### config.mk
export PLATFORM = sky130hd
export DESIGN_NAME = ifetch_stage
export DESIGN_NICKNAME = d
export VERILOG_FILES = /design/src/rtl/ifetch_stage.sv
export SDC_FILE = /design/constraint.sdc
export NUM_CORES = 1
export LEC_CHECK = 0
export CAP_MARGIN = 10
export CORE_ASPECT_RATIO = 0.8
export CORE_MARGIN = 3
export CORE_UTILIZATION = 45
export DETAILED_ROUTE_END_ITERATION = 16
export PLACE_DENSITY_LB_ADDON = 0.1
export SETUP_SLACK_MARGIN = 0.3
export SYNTH_ARGS = -nofsm -noshare
export SYNTH_HDL_FRONTEND = slang
export SYNTH_SLANG_ARGS = --single-unit
### constraint.sdc
create_clock -name clock -period 5 [get_ports clock]
set_input_delay 1.5 -clock clock [delete_from_list [all_inputs] [get_ports clock]]
set_output_delay 1.5 -clock clock [all_outputs]
set_load 0.01 [all_outputs]
### src/rtl/ifetch_stage.sv
// Instruction fetch stage: one-outstanding-request IMEM front end feeding the IF/ID register.
// Define FETCH_SKID_BUF_EN to add a one-entry {pc,instr} skid buffer behind IF/ID.
module ifetch_stage #(
  parameter logic [31:0] RESET_INSTR = 32'h00000013
) (
  input  logic        clock,
  input  logic        reset,
  input  logic [31:0] pc,
  output logic [31:0] next_pc,
  output logic        pc_en,
  output logic        imem_req_valid,
  input  logic        imem_req_ready,
  output logic [31:0] imem_req_addr,
  input  logic        imem_rsp_valid,
  output logic        imem_rsp_ready,
  input  logic [31:0] imem_rsp_data,
  input  logic        stall,
  input  logic        redirect,
  input  logic [31:0] redirect_pc,
  output logic        ifid_valid,
  output logic [31:0] ifid_pc,
  output logic [31:0] ifid_instr
);

  typedef enum logic [1:0] {IDLE, REQ, WAIT, DROP} state_e;

  state_e      state_q, state_d;
  logic [31:0] req_pc_q, req_pc_d;
  logic        ifid_valid_q, ifid_valid_d;
  logic [31:0] ifid_pc_q, ifid_pc_d;
  logic [31:0] ifid_instr_q, ifid_instr_d;

  logic req_hs, rsp_hs, take_rsp, ifid_free, wait_done, wait_outstanding;

  // Redirect targets are word aligned, so the low address bits are ignored.
  logic unused_redirect_lsbs;
  assign unused_redirect_lsbs = ^redirect_pc[1:0];

`ifdef FETCH_SKID_BUF_EN
  logic        skid_valid_q, skid_valid_d;
  logic [31:0] skid_pc_q, skid_pc_d;
  logic [31:0] skid_instr_q, skid_instr_d;
`endif

  assign imem_req_addr = pc;
  assign ifid_valid    = ifid_valid_q;
  assign ifid_pc       = ifid_pc_q;
  assign ifid_instr    = ifid_instr_q;

  // NOTE: every always_comb output gets a default first so no path can infer a latch.
  always_comb begin
    imem_req_valid   = (state_q == REQ);
    req_hs           = imem_req_valid && imem_req_ready;
    pc_en            = reset && (redirect || req_hs);
    next_pc          = redirect ? {redirect_pc[31:2], 2'b00} : pc + 32'd4;
    ifid_free        = !ifid_valid_q || !stall;
    imem_rsp_ready   = 1'b0;
    wait_outstanding = 1'b1;
`ifdef FETCH_SKID_BUF_EN
    // A full skid means the outstanding request has already completed.
    wait_outstanding = !skid_valid_q;
`endif
    case (state_q)
`ifdef FETCH_SKID_BUF_EN
      WAIT:    imem_rsp_ready = !skid_valid_q;
`else
      WAIT:    imem_rsp_ready = !(ifid_valid_q && stall);
`endif
      DROP:    imem_rsp_ready = 1'b1;
      default: imem_rsp_ready = 1'b0;
    endcase
    rsp_hs   = imem_rsp_valid && imem_rsp_ready;
    take_rsp = (state_q == WAIT) && rsp_hs && !redirect;

    req_pc_d     = req_hs ? pc : req_pc_q;
    ifid_valid_d = ifid_valid_q;
    ifid_pc_d    = ifid_pc_q;
    ifid_instr_d = ifid_instr_q;
    wait_done    = 1'b0;

`ifdef FETCH_SKID_BUF_EN
    skid_valid_d = skid_valid_q;
    skid_pc_d    = skid_pc_q;
    skid_instr_d = skid_instr_q;
    if (redirect) begin
      ifid_valid_d = 1'b0;
      skid_valid_d = 1'b0;
    end else if (take_rsp && ifid_free) begin
      ifid_valid_d = 1'b1;
      ifid_pc_d    = req_pc_q;
      ifid_instr_d = imem_rsp_data;
      wait_done    = 1'b1;
    end else if (take_rsp) begin
      skid_valid_d = 1'b1;
      skid_pc_d    = req_pc_q;
      skid_instr_d = imem_rsp_data;
    end else if (skid_valid_q && ifid_free) begin
      ifid_valid_d = 1'b1;
      ifid_pc_d    = skid_pc_q;
      ifid_instr_d = skid_instr_q;
      skid_valid_d = 1'b0;
      wait_done    = 1'b1;
    end else if (ifid_valid_q && !stall) begin
      ifid_valid_d = 1'b0;
    end
`else
    if (redirect) begin
      ifid_valid_d = 1'b0;
    end else if (take_rsp) begin
      ifid_valid_d = 1'b1;
      ifid_pc_d    = req_pc_q;
      ifid_instr_d = imem_rsp_data;
      wait_done    = 1'b1;
    end else if (ifid_valid_q && !stall) begin
      ifid_valid_d = 1'b0;
    end
`endif

    state_d = state_q;
    case (state_q)
      IDLE: state_d = REQ;
      REQ: begin
        if (req_hs) state_d = redirect ? DROP : WAIT;
      end
      WAIT: begin
        // A response landing on the redirect edge is discarded here, leaving nothing to drop.
        if (redirect)       state_d = (rsp_hs || !wait_outstanding) ? REQ : DROP;
        else if (wait_done) state_d = REQ;
      end
      DROP: begin
        if (rsp_hs) state_d = REQ;
      end
      default: state_d = IDLE;
    endcase
  end

  // NOTE: state registers use non-blocking assignments so all flops sample pre-edge values.
  always_ff @(posedge clock or negedge reset) begin
    if (!reset) begin
      state_q      <= IDLE;
      req_pc_q     <= 32'd0;
      ifid_valid_q <= 1'b0;
      ifid_pc_q    <= 32'd0;
      ifid_instr_q <= RESET_INSTR;
`ifdef FETCH_SKID_BUF_EN
      skid_valid_q <= 1'b0;
      skid_pc_q    <= 32'd0;
      skid_instr_q <= 32'd0;
`endif
    end else begin
      state_q      <= state_d;
      req_pc_q     <= req_pc_d;
      ifid_valid_q <= ifid_valid_d;
      ifid_pc_q    <= ifid_pc_d;
      ifid_instr_q <= ifid_instr_d;
`ifdef FETCH_SKID_BUF_EN
      skid_valid_q <= skid_valid_d;
      skid_pc_q    <= skid_pc_d;
      skid_instr_q <= skid_instr_d;
`endif
    end
  end

endmodule

==> results of run 1 <==
==> worst max-delay path, stage by stage <==
cell and delay, ns:
clkdlybuf4s15_1 0.22, nand4_4 0.12, buf_6 0.16, or4_4 0.56, o311ai_4 0.31, nand3_1 0.12
buf_2 0.16
==> per-layer routing <==
metal,wire [µm],part of all wire,vias up
met2,7570,0.50,160
met3,1130,0.075,17
li1,-,-,2088
met4,191,0.013,0
met5,0,0,-
met1,6210,0.41,2183
==> cell type report <==
type                       instances  area [µm²]
inverter                          10        37.5
multi-input combinational        286        2360
tap                              144         180
clock inverter                     6        72.6
clock buffer                      10         229
timing repair buffer             299        2760
sequential                        99        2480
fill                             776        2810
==> final timing paths <==
check	start	to
min in group asynchronous	reset	ifid_pc[30]
worst min-delay path	req_pc_q[18]	req_pc_q[18]
worst min register to register	req_pc_q[18]	req_pc_q[18]
worst max-delay path	pc[5]	next_pc[25]
max in group asynchronous	reset	req_pc_q[15]
worst max register to register	state_q[0]	ifid_instr[11]
==> cells in the final DEF (no fill, tap or decap), types with 9 or more instances in the layout <==
| cell type | instances |
|---|---|
| clkbuf_16 | 9 |
| clkdlybuf4s50_1 | 185 |
| dfrtp_1 | 96 |
| mux2_2 | 84 |
| nand3_1 | 16 |
| buf_2 | 9 |
| nor2_1 | 16 |
| nand2_1 | 35 |
| buf_4 | 64 |
| o21ai_0 | 22 |
| dlygate4sd2_1 | 21 |
| inv_1 | 9 |
==> state kept, by name, indices dropped and copies added (netlist names) <==
name,flops
ifid_instr,32
ifid_pc,32
ifid_valid,1
req_pc_q,32
state_q,2
==> cells by family after synthesis <==
family / after synthesis
muxes: 93
adders and majority gates: 4
and+or+nand+nor: 122
buffers and inverters: 64
DFF: 99
xor gates and xnor gates: 12
AOI/OAI and AO/OA: 55
==> stage by stage <==
step | setup TNS [ns] | instance area, µm² | setup WS, ns | hold slack, ns
after floorplan | 0 | 5080 | 0.572 | 0.446
after global placement | -4.76 | 7720 | -0.374 | 0.460
after detailed placement | -5.42 | 7720 | -0.387 | 0.467
after CTS | 0 | 8070 | 0.252 | 0.482
after global routing | 0 | 8120 | 0.272 | 0.507
final | 0 | 8120 | 0.340 | 0.480
==> where the power goes <==
part           switching (mW)  leakage [nW]  total [mW]  internal (mW)
sequential              0.171          1.27        1.32           1.15
combinational           0.523          2.22        1.33          0.812
clock                   0.302         0.149       0.697          0.395
==> repair_timing <==
| item | in CTS | in global routing |
|---|---|---|
| gates resized for setup | 101 | 26 |
| buffers inserted | 3 | 1 |
| cloned | 0 | 0 |
| setup endpoints to repair | 28 | 17 |
| pin swaps | 12 | 8 |
==> results.sh, run 1 <==
export IMPL_outcome="complete, no violations"
export IMPL_ant_nets=0
export IMPL_min_path_type="flop to flop"
export IMPL_r2r_cells=7
export IMPL_required_ns=3.50
export IMPL_hold_buffers=0
export IMPL_ys_top_cells_by_count="dfrtp_1 (96), mux2_2 (84), nand2_1 (36), buf_4 (33), o21ai_0 (22)"
export IMPL_synth_edff_count=0
export IMPL_r2r_setup_slack_ns=2.17
export IMPL_drtPass1Iterations=4
export IMPL_syn_area_mm2=0.00508
export IMPL_ys_types=51
export IMPL_synth_seq_cells=99
export IMPL_rows=34
export IMPL_min_period_over_period=0.932
export IMPL_ios=234
export IMPL_synth_top_family_by_area="multiplexers"
export IMPL_start_util=0.465
export IMPL_clk_latency_ns=0.34
export IMPL_rsz0062_at_grt="true"
export IMPL_htree_levels=3
export IMPL_ys_warn_count=0
export IMPL_nets=811
export IMPL_setup_viol=0
export IMPL_clock_fmax_ghz=0.215
export IMPL_drt_iter0_markers=237
export IMPL_synth_ff_type="dfrtp_1"
export IMPL_hpwl_um=11500
export IMPL_drive_gt1_frac=0.313
export IMPL_muxShareOfSynthArea=0.206
export IMPL_avgSynthCellArea_um2=11.3
export IMPL_port_buffers=231
export IMPL_critPathLaunchType="primary input"
export IMPL_yosysSeqAreaShare=0.488
export IMPL_overflow=0
export IMPL_use_met1=0.297
export IMPL_use_met2=0.416
export IMPL_layout_min_cycle_time_ns=4.66
export IMPL_die_area_mm2=0.0126
export IMPL_clk_pin_slew_ns=0.06
export IMPL_final_cell_count_no_fill=854
export IMPL_coreArea_mm2=0.0109
export IMPL_crit_path_end_kind="primary output"
export IMPL_yosysMostFrequentCell="dfrtp_1"
export IMPL_track_usage=0.238
export IMPL_total_power_mw=3.35
export IMPL_yosysTopAreaCell="dfrtp_1"
export IMPL_globalplace_congestion=0.890
export IMPL_viasPerCell=5.21
export IMPL_synth_top_area_share=0.473
export IMPL_hold_viol=0
export IMPL_yosys_area_share_simple=0.128
export IMPL_report_final_slew_viol_count=0
export IMPL_fp_dieH_um=101
export IMPL_p_leak_nw=3.63
export IMPL_clockBufferDepth=2
export IMPL_grt_max_degree=59
export IMPL_via_count=4448
export IMPL_grt_pass1_vias=4682
export IMPL_cap_viol_max_count=0
export IMPL_slew_headroom=0.391
export IMPL_post_route_util=0.743
export IMPL_power_density_mw_per_mm2=413
export IMPL_dieWidth_um=125
export IMPL_synth_xor_area_share=0.0207
export IMPL_cp_arrival_ns=3.16
export IMPL_synth_area_top_cells="dfrtp_1 (47%), mux2_2 (19%), buf_4 (4.9%)"
export IMPL_async_flop_share=1.00
export IMPL_cts_sinks=99
export IMPL_insertedDiodeCount=0
export IMPL_cts_tree="done"
export IMPL_root_buffer="clkbuf_16"
export IMPL_grt_pass1_wl_um=23900
export IMPL_top_usage_layer="met2"
export IMPL_synth_compound_area_frac=0.0709
export IMPL_netlist_instances=449
export IMPL_totalWireLength_um=15100
export IMPL_worstPathMaxFanout=4
export IMPL_synth_nets=555
export IMPL_cts_inserted_buffers=9
export IMPL_worstMarginPinSlew_ns=0.912
export IMPL_min_path_cells=2
export IMPL_finalClockSkew_ns=0.00655
export IMPL_peakVddDrop_mv=0.370
export IMPL_synth_adder_area_share=0.00985
export IMPL_wl_per_cell_um=17.7
export IMPL_drc=0
export IMPL_placedCellCount=834
export IMPL_crit_type="primary input to primary output"
export IMPL_antenna_found_initial=0
export IMPL_grt_util_met3=0.0662
export IMPL_area_delta_synth_final_pct=59.9
Power figures use the tool's default switching activity.
==> run 2, diff against run 1 <==
- CORE_ASPECT_RATIO: 0.8 -> 0.7
- CTS_CLUSTER_DIAMETER: unset -> 50
==> results.sh, run 2 (synthesized netlist as in run 1, its figures left out) <==
export IMPL_outcome="complete, no violations"
export IMPL_required_ns=3.50
export IMPL_cap_viol_max_count=0
export IMPL_slowest_stage="clkdlybuf4s50_1"
export IMPL_root_buffer="clkbuf_16"
export IMPL_hold_buffers=0
export IMPL_p_leak_nw=3.64
export IMPL_path_delay_family="buffers and inverters"
export IMPL_dieWidth_um=133
export IMPL_worstMarginPinSlew_ns=0.697
export IMPL_placedCellCount=836
export IMPL_grt_pass1_wl_um=24800
export IMPL_fp_dieH_um=94.9
export IMPL_cp_arrival_ns=3.15
export IMPL_drtPass1Iterations=5
export IMPL_slew_headroom=0.535
export IMPL_min_period_over_period=0.931
export IMPL_cts_tree="done"
export IMPL_clk_pin_slew_ns=0.06
export IMPL_crit_type="primary input to primary output"
export IMPL_insertedDiodeCount=0
export IMPL_overflow=0
export IMPL_ios=234
export IMPL_report_final_slew_viol_count=0
export IMPL_clk_latency_ns=0.34
export IMPL_drive_gt1_frac=0.308
export IMPL_start_util=0.476
export IMPL_worstPathMaxFanout=15
export IMPL_port_buffers=231
export IMPL_rsz0062_at_grt="true"
export IMPL_area_delta_synth_final_pct=60.4
export IMPL_drc=0
export IMPL_grt_pass1_vias=4751
export IMPL_peakVddDrop_mv=0.303
export IMPL_finalClockSkew_ns=0.00890
export IMPL_viasPerCell=5.33
export IMPL_totalWireLength_um=15700
export IMPL_path_cells="buf_2, clkinv_1, buf_4, a21boi_0, clkdlybuf4s50_1"
export IMPL_grt_max_degree=58
export IMPL_setup_viol=0
export IMPL_nets=813
export IMPL_via_count=4575
export IMPL_layout_min_cycle_time_ns=4.65
export IMPL_critPathMaxStageDelay_ns=0.56
export IMPL_hold_viol=0
export IMPL_track_usage=0.250
export IMPL_rows=31
export IMPL_ant_nets=0
export IMPL_hold_ws_ns=0.483
export IMPL_final_cell_count_no_fill=859
export IMPL_critPathLaunchType="primary input"
export IMPL_antenna_found_initial=0
export IMPL_cts_inserted_buffers=9
export IMPL_min_path_type="flop to flop"
export IMPL_crit_path_end_kind="primary output"
export IMPL_wl_per_cell_um=18.3
export IMPL_coreArea_mm2=0.0107
export IMPL_final_common_cell="clkdlybuf4s50_1"
export IMPL_htree_levels=3
export IMPL_hpwl_um=11800
export IMPL_globalplace_congestion=0.892
export IMPL_drt_iter0_markers=228
export IMPL_power_density_mw_per_mm2=407
export IMPL_clockBufferDepth=2
export IMPL_most_common_layout_cells="clkdlybuf4s50_1 (185), dfrtp_1 (96), mux2_2 (84)"
export IMPL_cts_sinks=99
export IMPL_die_area_mm2=0.0126
export IMPL_worst_path_buf_inv=4
export IMPL_clock_fmax_ghz=0.215
-- run 2: changes by cell type in the layout (fill, tap and decap cells not counted), moves of 2 or more --
cell	change
buf_2	+3
buf_4	+2
buf_6	-2
clkbuf_2	-6
clkbuf_8	+2
clkdlybuf4s15_1	+3
clkinvlp_4	+2
inv_6	-2
-- run 2: final cells by class --
cell class / count / area, µm²
repair buffers: 301 / 2790
fillers: 725 / 2520
flip-flops and latches: 99 / 2480
multi-input cells: 286 / 2370
clock buffers: 12 / 256
well taps: 148 / 185
inverters: 10 / 37.5
clock inverters: 3 / 23.8
-- run 2: path summary, 6_finish.rpt --
check	start	end	slack [ns]	cells after the start
min in group asynchronous	reset	req_pc_q[20]	1.24	2
hold / removal	req_pc_q[30]	req_pc_q[30]	0.48	2
setup reg to reg	state_q[0]	ifid_instr[7]	2.30	7
hold reg to reg	req_pc_q[30]	req_pc_q[30]	0.48	2
max in group asynchronous	reset	req_pc_q[9]	2.63	3
setup / recovery	redirect	pc_en	0.35	5
-- run 2: power by group --
part | internal [mW] | leakage [nW] | switching [mW]
Combinational | 0.812 | 2.24 | 0.533
Clock | 0.363 | 0.131 | 0.286
Sequential | 1.15 | 1.27 | 0.176
Total | 2.33 | 3.64 | 0.995
-- run 2: repair_timing --
item,4_1_cts,5_1_grt
pin swaps,13,5
endpoints found under the setup margin,28,10
setup buffers,8,0
resized for setup,111,13
-- run 2: per-stage QoR --
step	area, µm²	power, mW	TNS [ns]	setup WS [ns]	utilization
2_1_floorplan	5080	1.92	0	0.572	-
3_3_place_gp	7710	2.63	-5.15	-0.383	0.723
3_5_place_dp	7710	2.69	-5.65	-0.417	0.723
4_1_cts	8130	3.35	0	0.307	0.762
5_1_grt	8150	3.51	0	0.268	0.764
6_report	8150	3.32	0	0.346	0.764
-- run 2: worst reg2reg max path, stage by stage, from the launching register on --
cell and delay, ns:
dfrtp_1 0.41, inv_1 0.09, ha_1 0.31, a21boi_1 0.22
or2_2 0.18, nand4_4 0.55, buf_4 0.48, mux2_1 0.34
-- run 2: per-layer routing --
metal  track usage  vias to the layer above  routed length, µm  part of all wire
li1              -                     2091                  -                 -
met1         0.318                     2245               6480              0.41
met2         0.426                      215               7680              0.49
met3        0.0687                       24               1340             0.085
met4        0.0631                        0                247             0.016
met5             0                        -                  0                 0
